### src/rtl/alu_ctrl_muldiv.sv
// alu_ctrl_muldiv: EX-stage ALU decode plus iterative multiply/divide unit with HI/LO and stall
module alu_ctrl_muldiv #(
    parameter int WIDTH = 32,
    parameter int CNT_W = $clog2(WIDTH) + 1
) (
    input  logic             clk,
    input  logic             rst_n,
    input  logic             valid_in,
    input  logic [3:0]       ALUOp,
    input  logic [5:0]       funct,
    input  logic [WIDTH-1:0] rs_val,
    input  logic [WIDTH-1:0] rt_val,
    output logic [3:0]       alu_ctrl_out,
    output logic [1:0]       hilo_sel,
    output logic             stall,
    output logic             md_busy,
    output logic             md_done,
    output logic [WIDTH-1:0] hi,
    output logic [WIDTH-1:0] lo
);
    typedef enum logic [1:0] {IDLE, ITER, FIX} state_t;
    state_t state, state_nx;
    logic [CNT_W-1:0]   cnt;
    logic [WIDTH-1:0]   p_hi, p_lo, b, abs_a, abs_b;
    logic [2*WIDTH-1:0] prod;
    logic [WIDTH:0]     mul_sum, div_trial;
    logic               is_r, md_class, is_md_op, is_div, is_signed, start, div_zero;
    logic               div_op, dz_r, neg_q, neg_r;
    assign is_r      = ALUOp == 4'b0010;
    assign is_md_op  = is_r & (funct[5:2] == 4'b0110);
    assign md_class  = is_md_op | (is_r & (funct[5:2] == 4'b0100));
    assign is_div    = funct[1];
    assign is_signed = ~funct[0];
    assign start     = valid_in & is_md_op & (state == IDLE);
    assign div_zero  = is_div & (rt_val == '0);
    assign abs_a     = (is_signed & rs_val[WIDTH-1]) ? -rs_val : rs_val;
    assign abs_b     = (is_signed & rt_val[WIDTH-1]) ? -rt_val : rt_val;
    assign mul_sum   = {1'b0, p_hi} + (p_lo[0] ? {1'b0, b} : '0);
    assign div_trial = {p_hi, p_lo[WIDTH-1]} - {1'b0, b};
    assign prod      = {p_hi, p_lo};
    assign stall     = valid_in & md_class & (state != IDLE);
    assign md_busy   = state != IDLE;
    assign hilo_sel  = (is_r & funct == 6'b010000) ? 2'b01 :
                       (is_r & funct == 6'b010010) ? 2'b10 : 2'b00;
    always_comb begin
        alu_ctrl_out = 4'b1111;
        case (ALUOp)
            4'b0000: alu_ctrl_out = 4'b0010;
            4'b0001: alu_ctrl_out = 4'b0110;
            4'b0011: alu_ctrl_out = 4'b0101;
            4'b0100: alu_ctrl_out = 4'b0001;
            4'b0101: alu_ctrl_out = 4'b0000;
            4'b0110: alu_ctrl_out = 4'b0111;
            4'b0111: alu_ctrl_out = 4'b0011;
            4'b0010:
                casez (funct)
                    6'b10000?: alu_ctrl_out = 4'b0010;
                    6'b10001?: alu_ctrl_out = 4'b0110;
                    6'b100100: alu_ctrl_out = 4'b0000;
                    6'b100101: alu_ctrl_out = 4'b0001;
                    6'b100110: alu_ctrl_out = 4'b0011;
                    6'b100111: alu_ctrl_out = 4'b1100;
                    6'b101010: alu_ctrl_out = 4'b0111;
                    6'b101011: alu_ctrl_out = 4'b1001;
                    6'b000000: alu_ctrl_out = 4'b1000;
                    6'b000010: alu_ctrl_out = 4'b1010;
                    6'b000011: alu_ctrl_out = 4'b1011;
                    default:   alu_ctrl_out = 4'b1111;
                endcase
            default: alu_ctrl_out = 4'b1111;
        endcase
    end
    always_comb begin
        state_nx = state;
        case (state)
            IDLE:    state_nx = start ? (div_zero ? FIX : ITER) : IDLE;
            ITER:    state_nx = (cnt == CNT_W'(1)) ? FIX : ITER;
            FIX:     state_nx = IDLE;
            default: state_nx = IDLE;
        endcase
    end
    always_ff @(posedge clk or negedge rst_n) begin
        if (!rst_n) begin
            state   <= IDLE;
            cnt     <= '0;
            p_hi    <= '0;
            p_lo    <= '0;
            b       <= '0;
            div_op  <= 1'b0;
            dz_r    <= 1'b0;
            neg_q   <= 1'b0;
            neg_r   <= 1'b0;
            hi      <= '0;
            lo      <= '0;
            md_done <= 1'b0;
        end else begin
            state   <= state_nx;
            md_done <= 1'b0;
            case (state)
                IDLE:
                    if (start) begin
                        div_op <= is_div;
                        dz_r   <= div_zero;
                        neg_q  <= is_signed & (rs_val[WIDTH-1] ^ rt_val[WIDTH-1]);
                        neg_r  <= is_signed & rs_val[WIDTH-1];
                        cnt    <= CNT_W'(WIDTH);
                        b      <= abs_b;
                        p_hi   <= div_zero ? rs_val : '0;
                        p_lo   <= abs_a;
                    end else if (valid_in & is_r & funct == 6'b010001) begin
                        hi <= rs_val;
                    end else if (valid_in & is_r & funct == 6'b010011) begin
                        lo <= rs_val;
                    end
                ITER: begin
                    cnt <= cnt - 1'b1;
                    if (div_op) begin
                        p_hi <= div_trial[WIDTH] ? {p_hi[WIDTH-2:0], p_lo[WIDTH-1]} : div_trial[WIDTH-1:0];
                        p_lo <= {p_lo[WIDTH-2:0], ~div_trial[WIDTH]};
                    end else begin
                        p_hi <= mul_sum[WIDTH:1];
                        p_lo <= {mul_sum[0], p_lo[WIDTH-1:1]};
                    end
                end
                FIX: begin
                    md_done <= 1'b1;
                    if (dz_r) begin
                        hi <= p_hi;
                        lo <= '1;
                    end else if (div_op) begin
                        hi <= neg_r ? -p_hi : p_hi;
                        lo <= neg_q ? -p_lo : p_lo;
                    end else begin
                        {hi, lo} <= neg_q ? -prod : prod;
                    end
                end
                default: ;
            endcase
        end
    end
endmodule

### config.mk
export PLATFORM = sky130hd
export DESIGN_NAME = alu_ctrl_muldiv
export DESIGN_NICKNAME = d
export VERILOG_FILES = /design/src/rtl/alu_ctrl_muldiv.sv
export SDC_FILE = /design/constraint.sdc
export NUM_CORES = 1
export LEC_CHECK = 0
export CORE_MARGIN = 5
export CORE_UTILIZATION = 55
export DETAILED_ROUTE_END_ITERATION = 7
export GPL_TIMING_DRIVEN = 0
export PLACE_DENSITY = 0.77
export SLEW_MARGIN = 20
export SYNTH_ARGS = -nofsm -noshare
export SYNTH_HDL_FRONTEND = slang
export SYNTH_SLANG_ARGS = --single-unit
### constraint.sdc
create_clock -name clk -period 4.1 [get_ports clk]
set_input_delay 0.82 -clock clk [delete_from_list [all_inputs] [get_ports clk]]
set_output_delay 0.82 -clock clk [all_outputs]
set_load 0.01 [all_outputs]
## Word-level counts from Yosys, hierarchy flattened

Cells that the tools add are included.

- Bits in registers: 173
- Bits of input ports: 77
- Output and inout port bits: 73
- Logic and storage cells: 117

- Add/sub/neg operators: 8
- Equal/unequal tests: 31
- Muxes and demuxes: 36
- Bitwise logic cells: 19
- Reduce and logical (&&, ||, !) cells: 11

Operators with widths:

| kind | number |
|---|---|
| 2-to-1 mux 32 bit | 20 |
| case mux 32 bit (2 select lines) | 4 |
| negation 32 bit | 4 |
| 2-to-1 mux 64 bit | 1 |
| negation 64 bit | 1 |
| case mux 4 bit (11 select lines) | 1 |
| equality test 6 bit (second input constant) | 6 |
| adder 32 x 32 -> 33 bit | 1 |
| subtractor 33 x 32 -> 33 bit | 1 |
| logical NOT 32 bit | 1 |
| case mux 4 bit (8 select lines) | 1 |
| equality test 4 x 3 -> 1 bit (second input constant) | 6 |
| equality test 6 x 5 -> 1 bit (second input constant) | 4 |
| bitwise AND 1 bit | 15 |
| equality test 6 x 2 -> 1 bit (second input constant) | 2 |
| case mux 6 bit (2 select lines) | 1 |
| equality test 5 bit (second input constant) | 2 |
| 2-to-1 mux 2 bit | 5 |
| equality test 4 x 2 -> 1 bit (second input constant) | 2 |
| equality test 6 x 1 -> 1 bit (second input constant) | 1 |
| logical NOT 6 bit | 1 |
| 2-to-1 mux 6 bit | 1 |
| inequality test 2 bit (second input constant) | 3 |
| nonzero test 2 bit | 3 |
| other kinds (15) | 18 |

## Logic depth before layout (Yosys ltp)

- Depth after elaboration: 7
- Depth in mapped cells: 14
- Mapped depth without buffers: 12

## Least setup slack after synthesis

Ideal clock, no wire load.

- Path kind: reg-to-reg
- Start: register p_lo[0]
- End: register p_hi[31]
- Data arrival time: 3.057 ns
- Slack: 0.920 ns
- Stages on the path, launching flop included: 13
- Path buffers: 0
- Clock period less this slack: 3.180 ns
- Path through: dfrtp_1 > and2_1 > ha_1 > fa_1 > a211oi_1 > o21bai_1 > o21ai_0 > a2bb2oi_1 > a221o_1 > a221o_1 > a211oi_1 > o21ai_0 > o31a_1

- Word-level cells in the longest chain between the ends: 4

Ends and longest elaborated chain:

| item | RTL line | source |
|---|---|---|
| from (decl) | 24 | `logic [WIDTH-1:0] p_hi, p_lo, b, abs_a, abs_b;` |
| from (signal assigned) | 109 | `p_lo <= abs_a;` |
| from (signal assigned) | 119 | `p_lo <= {p_lo[WIDTH-2:0], ~div_trial[WIDTH]};` |
| from (signal assigned) | 122 | `p_lo <= {mul_sum[0], p_lo[WIDTH-1:1]};` |
| 2-to-1 mux 32 bit | 38 | `assign mul_sum = {1'b0, p_hi} + (p_lo[0] ? {1'b0, b} : '0);` |
| adder 32 x 32 -> 33 bit | 38 |  |
| 2-to-1 mux 32 bit | 117 | `if (div_op) begin` |
| case mux 32 bit (2 select lines) | 99 | `case (state)` |
| to (signal assigned) | 108 | `p_hi <= div_zero ? rs_val : '0;` |
| to (signal assigned) | 118 | `p_hi <= div_trial[WIDTH] ? {p_hi[WIDTH-2:0], p_lo[WIDTH-1]} : div_trial[WIDTH-1:0];` |
| to (signal assigned) | 121 | `p_hi <= mul_sum[WIDTH:1];` |
| to (decl) | 24 |  |

Every way passes these cells.
A chain may end at the register's enable or synchronous reset.

## Worst setup path in the final report

- Start: input port ALUOp[1]
- End: register p_hi[24]

- Word-level cells in the longest chain between the ends: 6

Ends and longest elaborated chain:

| item | RTL line | source |
|---|---|---|
| from (decl) | 9 | `input logic [3:0] ALUOp,` |
| equality test 4 x 2 -> 1 bit | 29 | `assign is_r = ALUOp == 4'b0010;` |
| bitwise AND 1 bit | 30 | `assign is_md_op = is_r & (funct[5:2] == 4'b0110);` |
| bitwise AND 1 bit (2 in series) | 34 | `assign start = valid_in & is_md_op & (state == IDLE);` |
| inequality test 2 bit (no source line) | - |  |
| AND reduction 2 bit (no source line) | - |  |

Every way passes these cells.

==> impl_metrics.csv <==
group,metric,value,unit
cells_and_area,layout-drive-gt1-share,4.18,%
timing,rsz0062_at_grt,"no",
floorplan,core,27000,um^2
critical_path,cpLargestDelayFamily,"simple AND/OR/NAND/NOR gates",
timing,worst_clock_skew,0.0198,ns
floorplan,ios,150,
synth,synth_cells,1931,
critical_path,end_kind,"flip-flop",
flow_run,cap_violations,0,
synth,synth_commonest_cells,"o21ai_0, nand2_1, dfrtp_1",
critical_path,critPathMaxFanout,9,
cts,cts_tree,"done",
synth,ys_top_cells_by_area,"dfrtp_1, o21ai_0, ha_1",
synth,synth_flop_cell,"dfrtp_1",
critical_path,worstReg2RegStart,"p_lo[31]",
floorplan,dieWidth,176,um
critical_path,crit_type,"primary input to flip-flop",
global_route,antenna_found_initial,1,
detailed_routing,post_drt_wl_per_cell,23.9,um
critical_path,rrSetupSlack,0.18,ns
critical_path,crit_arrival,4.33,ns
place,pre_cts_ws,-0.491,ns
critical_path,crit_slowest_cell,"nor4_2",
cts,clkTransAtPathRegs,0.09,ns
worst_hold_path,hp-class,"primary input to asynchronous set/reset pin",
synth,yosysTopAreaCell,"dfrtp_1",
pwr,p_int,5.22,mW
synth,avgSynthCellArea,7.82,um^2
global_route,grtUsageMet3,7.06,%
timing,min_period,3.97,ns
pwr,clkPwrFrac,17.5,%
cells_and_area,area_delta_synth_final,17.2,%
cells_and_area,antenna_cells,0,
floorplan,initial_core_util,55.9,%
cts,clkSinkCount,173,
global_route,grt_use_met1,48.3,%
synth,synthArstFlopShare,100,%
critical_path,critPathLaunchType,"primary input",
floorplan,chipHeight,176,um
detailed_routing,dr.pass1.iters,6,
global_route,track_usage,36.8,%
floorplan,num_rows,60,
global_route,grtUsageMet2,58.2,%
timing,finalSetupTns,0,ns
pwr,pwr-share-comb,54.6,%
critical_path,cpPeakStageDelay,1.07,ns
pwr,p_sw,5.05,mW
status,status,"completed",
pwr,irDropWorstVdd,0.306,mV
synth,synth.distinct_cells,78,
synth,synth_area,15100,um^2
synth,ys_ff_latch,173,
synth,yosysMostFrequentCell,"o21ai_0",
critical_path,crit_buf_inv,2,
place,gp_congestion,1.03,
pwr,p_sw_share,49.2,%
detailed_routing,finalWirelength,58500,um
cts,htree_num_levels,4,
timing,setup-violations-final,0,
pwr,leakage,7.17,nW
timing,min_period_over_period,96.7,%
timing,maxSlewViolCount,0,
cts,clockRootBuffer,"clkbuf_16",
global_route,grt.busiest_layer,"met2",
critical_path,required,4.46,ns
timing,hold_viol,0,
pwr,p_seq_share,27.9,%
cts,hold_buffers,0,
timing,relSlewSlack,21.9,%
detailed_routing,vias_per_cell,6.54,
timing,timing.hold.ws,0.268,ns
global_route,grt_pass1_wl,88200,um
cells_and_area,nNetsFinal,2243,
critical_path,r2r-end,"p_hi[17]",
cts,insertion_delay,0.46,ns
synth,synth_edf_count,0,
global_route,grt-ovfl-total,0,
synth,yosys_warnings,0,
critical_path,path_cells,"clkdlybuf4s50_1, nor3b_1, nand3_1, or4_1, clkbuf_1, nor4_2, a221o_1, o21ai_0, a21oi_1",
timing,max_freq,252,MHz
synth,synth_top_cell_area_share,28.7,%
critical_path,rr_worst_depth,13,
synth,seq_area_frac_synth,28.7,%
floorplan,die-area,30900,um^2
cts,clockBufferDepth,2,
timing,worst_slew_pin_slew,1.16,ns
pwr,finalPower,10.3,mW
place,hpwlAfterDp,45800,um
pwr,p_per_area,580,nW/um^2
cts,cts-buffers-inserted,17,
place,portBuffers,139,
global_route,grt_pass1_vias,15000,
timing,layout_setup_ws,0.135,ns
detailed_routing,ant_nets,0,
cells_and_area,fin_util,65.5,%
detailed_routing,drc,0,
global_route,grt_max_degree,62,
detailed_routing,vias,16000,
synth,syn-num-nets,2080,
detailed_routing,drt-initial-drc-count,1848,
power groups by stage:
stage               logic [mW]  clock network [mW]  registers (mW)
finish                    5.60                1.80            2.87
global route              6.08                1.86            2.89
CTS                       5.44                1.79            2.80
global placement          5.24                   0            2.83
floorplan                 3.96                   0            2.50
detailed placement        5.33                   0            2.83
layout make-up:
cell class / count / area [um^2]
tap: 341 / 427
clock inverter: 15 / 214
sequential: 173 / 4330
multi-input combinational: 1555 / 10000
buffer: 130 / 519
clock buffer: 17 / 425
timing repair buffer: 144 / 1470
fill: 2395 / 9330
inverter: 73 / 274
flip-flops by register name, summed over array words and instances (netlist names):
signal / count
state: 2
hi: 32
b: 32
lo: 32
cnt: 6
md_done: 1
dz_r: 1
neg_q: 1
neg_r: 1
div_op: 1
p_lo: 32
p_hi: 32
cells in the final DEF, fill, tap and decap left out, types with 70 or more instances in the layout:
cell and n:
dfrtp_1 171, ha_1 70, a21oi_1 141, clkdlybuf4s50_1 138, o21ai_0 204, nor2_1 167
inv_1 72, clkbuf_1 107, xnor2_1 99, nand2_1 175
metrics by stage:
stage          cell area, um^2  cells
3_3_place_gp             16900   2411
2_1_floorplan            15100   1931
3_5_place_dp             17000   2413
4_1_cts                  17700   2448
5_1_grt                  17700   2448
6_report                 17700   2448
repair_timing:
item                       4_1_cts  5_1_grt
gates resized for setup          4       17
buffers inserted                 3        0
pin swaps                        1        1
setup endpoints to repair       28       34
kinds of logic (layout without fill, tap and decap cells):
logic type / Yosys count / count (layout) / synth area share [%]
fa+ha+maj: 72 / 72 / 6.07
flops: 173 / 173 / 28.7
mux: 63 / 63 / 4.22
compound gates: 643 / 643 / 26.6
xor+xnor: 163 / 163 / 9.50
simple gates: 614 / 614 / 19.7
buf+inv: 203 / 379 / 5.20
worst max path at each step:
stage                         start       end  slack [ns]  cells after the start
final                      ALUOp[1]  p_hi[24]        0.13                      9
after global routing       ALUOp[1]  p_hi[24]        0.04                      9
after CTS                  p_lo[31]  p_hi[17]        0.04                     13
after detailed placement  rt_val[2]  p_hi[22]       -0.49                     11
after global placement        rst_n     b[27]       -4.84                      1
after floorplan             p_lo[0]  p_hi[31]        0.92                     12
layer usage:
metal | vias up | part of all wire (%)
li1 | 7387 | -
met1 | 7503 | 40
met2 | 934 | 44
met3 | 178 | 11
met4 | 2 | 5.5
met5 | - | 0.024
(Power assumes the default switching activity.)
==> patch 1, RTL diff (same flow settings) <==
Set the parameter `WIDTH` to 16 (it was 32).
--- a/src/rtl/alu_ctrl_muldiv.sv
+++ b/src/rtl/alu_ctrl_muldiv.sv
@@ -2,3 +2,3 @@
 module alu_ctrl_muldiv #(
-    parameter int WIDTH = 32,
+    parameter int WIDTH = 16,
     parameter int CNT_W = $clog2(WIDTH) + 1
Ports: changed (resized hi, lo, rs_val and rt_val); port bits go from 150 to 86. The function was not compared with the original's and may differ.
==> patch 1 against the unedited design <==
Synthesized cell count down 51%. Routed wire length down 60%. Setup slack better by 0.087 ns. Final area down 49%. Sequential cell count down 81. Area after synthesis down 50%. Maximum frequency up 2.2%. Total power down 47%.
==> patch 1: results (changes against the unedited design) <==
The tools report the total routing resource utilization after global routing as 0.289 (-0.0787). Half-perimeter wire length after detailed placement: 17500 um (-62%). In the post-synthesis netlist, the biggest area contributors are dfrtp_1, ha_1, a21oi_1. The slew of the pin with the lowest slew margin was 1.02 ns (-0.139 ns). The count of buffers from port buffering was 81 (-42%). Start point of the critical path: funct[2].

The weighted congestion reported at the end of routability-driven placement was 0.934 (-9.4%); the latest clock arrival within the worst-skew pair was 0.35 ns (-0.11 ns). Area share of fa/ha/maj cells after synthesis: 0.0676 (+0.00695). The internal portion of total power is 3.06 mW (-41%). The tools report the worst clock skew on the final layout as 0.00616 ns (-0.0137 ns).

The critical path ends at alu_ctrl_out[1]. The starting DRC count in detailed routing is 713 (-61%), and the net total in the final layout is 1131 (-50%). The first-pass GRT wire length is 38000 um (-57%).

The leakage power was 3.73 nW (-48%). The logs give 0.931 mW (-48%) for the clock group power and 3.06 ns (-1.27 ns) for the data arrival time at the worst-slack endpoint. The run gives 70 (-10%) as the unique cell type count in the Yosys netlist. The fraction of final layout cells with drive strength greater than 1 is 0.0371 (-0.00462), and the setup-violating endpoint count in the final report is 0 (unchanged). The peak fanout along the critical path was 7 (-2); the count of cells along the worst register-to-register path was 13 (unchanged). Buffer levels on the longest clock path: 2 (unchanged). The min-delay analysis places its worst path in the category in2async.

Counting instances in the post-synthesis netlist gives the leading cell types as nand2_1, dfrtp_1, nor2_1. The sequential share of the synthesized area came out at 0.302 (+0.0152). The fraction of power consumed by sequential logic was 0.275 (-0.004); the number of placed instances with taps included was 1215 (-50%). Launching point of the worst reg2reg path: p_lo[15]$_DFFE_PN0P_.

Reg2reg setup slack: 0.42 ns (+0.24 ns). The number of H-tree branching levels is 3 (-1), and the highest ir drop seen on vdd is 272 uV (-11%). The run gives 0 (unchanged) as the number of antenna cells inserted. The synthesized net count was 1038 (-50%). Maximum number of pins on one net before global-route repair: 58 (-6.5%). The run gives 23200 um (-60%) as the total length of routed wires. The tightest hold margin is 0.352 ns (+0.0848 ns), and the complex-gate fraction of the synthesized area is 0.247 (-0.0187).

The post-CTS clock slew at the launch and capture registers of the worst setup and hold paths is 0.07 ns (-0.02 ns). The minimum setup slack after placement was 0.134 ns (+0.625 ns); the post-placement cell area was 8690 um^2 (-49%). The tools report the capturing point of the worst reg2reg path as p_hi[9]$_DFFE_PN0P_. The post-detailed-route wirelength per cell came out at 18.8 um (-21%).

The logs give 8 (+2) for the first-pass detailed-route iteration total and 0 (-1) for the number of antenna violations at the first check in global routing. The run finished with clean final reports. The fill cell total of the finished layout is 1203 (-50%), and the via count of the first global-routing pass is 7476 (-50%). The xor and xnor fraction of the mapped netlist area came out at 0.0919 (-0.00315).

The via density per instance works out to 6.22 (-4.8%). The TritonCTS buffer count is 9 (-8). The total net switching power was 2.42 mW (-52%); the yosys synthesis warning count was 0 (unchanged).

The cell sitting at the root of the clock tree is a clkbuf_16. Post-route fraction of the period consumed by the critical path: 0.946 (-0.0211). The post-synthesis area per instance came out at 8.00 um^2 (+2.3%). The share of cell area taken by muxes after synthesis works out to 0.0445 (+0.00229).
## patch 1: worst max-delay path: stages
cell and delay, ns:
clkdlybuf4s50_1 0.59, inv_1 0.11, nand2_1 0.11, mux2i_1 0.08, a22o_1 0.23, a21oi_1 0.15
nor2_1 0.05, o211a_1 0.20, o21ai_0 0.16, clkdlybuf4s50_1 0.56
## patch 1: repair_timing
action / 4_1_cts / 5_1_grt
gates resized for setup: 0 / 2
endpoints found under the setup margin: 0 / 1
setup buffers: 0 / 0
## patch 1: metal layers
metal,track usage,part of all wire,vias to the layer above
li1,-,-,3637
met1,0.395,0.43,3573
met2,0.444,0.43,377
met3,0.0621,0.099,67
met4,0.124,0.041,0
met5,0,0,-
## patch 1: layout make-up
cell class              instances  area (um^2)  area share
flip-flops and latches         92         2300       0.255
inverters                      35          131      0.0146
well taps                     180          225      0.0250
repair buffers                 82          840      0.0931
multi-input cells             768         4960       0.551
clock buffers                  10          239      0.0265
clock inverters                 5         85.1     0.00944
plain buffers                  58          228      0.0253
==> patch 2, RTL diff (config.mk and constraints unchanged) <==
Made on the original files. Re-encode `state_t` (3 states) as one-hot, 3 bits wide.
--- a/src/rtl/alu_ctrl_muldiv.sv
+++ b/src/rtl/alu_ctrl_muldiv.sv
@@ -20,3 +20,3 @@
 );
-    typedef enum logic [1:0] {IDLE, ITER, FIX} state_t;
+    typedef enum logic [2:0] {IDLE = 3'b001, ITER = 3'b010, FIX = 3'b100} state_t;
     state_t state, state_nx;
Check against the original RTL: no difference found for any inputs over 4 cycles, from zero or initial values and one cycle with rst_n low; so few cycles prove little.
==> patch 2 against the unedited design <==
Register-to-register slack is essentially flat. Hold slack improved by 0.090 ns. Final cell count shrank 2.1%. Critical path type is now in2out. Final area shrank 2.1%. Setup slack worse by 0.036 ns. Global-route usage is 0.13 points higher. Routed wire length decreased by 1.7%. Sequential cell count up 1. Die area shrank 1.7%. Area after synthesis decreased by 1.8%. Count of clock-buffer cells in the layout is 2 higher.
Power is not compared: it rests on default switching activity, and its combinational part moved more than twofold at a synthesized area within 25%.
==> patch 2: results (changes against the unedited design) <==
The flow ran to the end, and the final reports show no timing, DRC or antenna violations. The post-cts gate resize count was 3 (-1); the total routed wire length on the met1 layer was 24200 um (+4.3%). The share of cell area taken by muxes after synthesis came out at 0.0387 (-0.00352).

The sequential portion of the cell area came out at 0.251 (+0.00660). The slew of the pin with the lowest slew margin is 1.24 ns (+0.0745 ns), and the minimum setup slack after placement is -0.328 ns (+0.163 ns). For the total routing resource utilization after global routing, the log shows 0.369 (+0.00133). The number of sequential storage elements was 174 (+0.58%); the unique cell type count in the Yosys netlist was 87 (+12%). The area share of fa/ha/maj cells after synthesis came out at 0.0618 (+0.00113). The logs give 2366 (-1.2%) for the fill cell total of the finished layout and 2234 (+21%) for the starting DRC count in detailed routing.

The total length of routed wires is 57500 um (-1.7%). The count of cells along the worst register-to-register path works out to 14 (+1). Met3 layer wire length in the routed design: 6630 um (+4.2%).

The highest metal layer carrying signal wires in the routed design is met4. The synthesized net count was 2030 (-2.4%); the worst clock skew on the final layout was 0.0248 ns (+0.00492 ns). By area the synthesized netlist is led by dfrtp_1, xnor2_1, ha_1.

Following the worst setup path forward leads to its endpoint at alu_ctrl_out[2]. The xor and xnor fraction of the mapped netlist area was 0.0945 (-0.000506). The net total in the final layout came out at 2192 (-2.3%). The number of setup buffers added after CTS was 0 (-3).

The commonest cells after synthesis are nand2_1, dfrtp_1, o21ai_0. The type of element capturing the critical path was an output pin. The family with the most delay on the worst path is buffers and inverters. Peak fanout along the critical path: 10 (+1). The tools report the clock buffer instance count of the final layout as 19 (+2). The weighted congestion reported at the end of routability-driven placement was 1.01 (-2.5%); the complex-gate fraction of the synthesized area was 0.263 (-0.00364).

The via count of the first global-routing pass came out at 14.5k (-3.2%). The tools report the global-route track usage on met3 as 0.0792 (+0.00857). The post-detailed-route wirelength per cell is 24.0 um (+0.43%), and the fraction of final layout cells with drive strength greater than 1 is 0.0467 (+0.00493).

Post-placement cell area: 16700 um^2 (-1.6%). The clock network area share is 0.0344 (-0.00176), and the fraction of met1 tracks used by global routing is 0.529 (+0.0460). The fraction of met2 tracks used by global routing was 0.537 (-0.0448); the multi-input logic area was 9770 um^2 (-2.6%).

The number of buffers outside the clock class in the layout works out to 262 (-4.4%). The half-perimeter wire length after detailed placement is 44300 um (-3.2%), and the post-layout minimum cycle time is 4.00 ns (+0.0361 ns).
patch 2: power breakdown:
group | total [mW] | internal, mW | switching, mW
Combinational | 1.51 | 0.610 | 0.898
Sequential | 1.90 | 1.78 | 0.118
Clock | 1.71 | 0.847 | 0.865
Total | 5.12 | 3.24 | 1.88
patch 2: worst min path at each step:
| stage | depth (start not counted) | start | slack [ns] | end |
|---|---|---|---|---|
| floorplan | 1 | cnt[5]$_DFFE_PN0P_ | 0.43 | cnt[5]$_DFFE_PN0P_ |
| global placement | 1 | cnt[5]$_DFFE_PN0P_ | 0.45 | cnt[5]$_DFFE_PN0P_ |
| detailed placement | 1 | cnt[5]$_DFFE_PN0P_ | 0.46 | cnt[5]$_DFFE_PN0P_ |
| CTS | 1 | rst_n | 0.43 | lo[13]$_DFFE_PN0P_ |
| global route | 1 | rst_n | 0.44 | lo[13]$_DFFE_PN0P_ |
| finish | 1 | rst_n | 0.36 | lo[11]$_DFFE_PN0P_ |
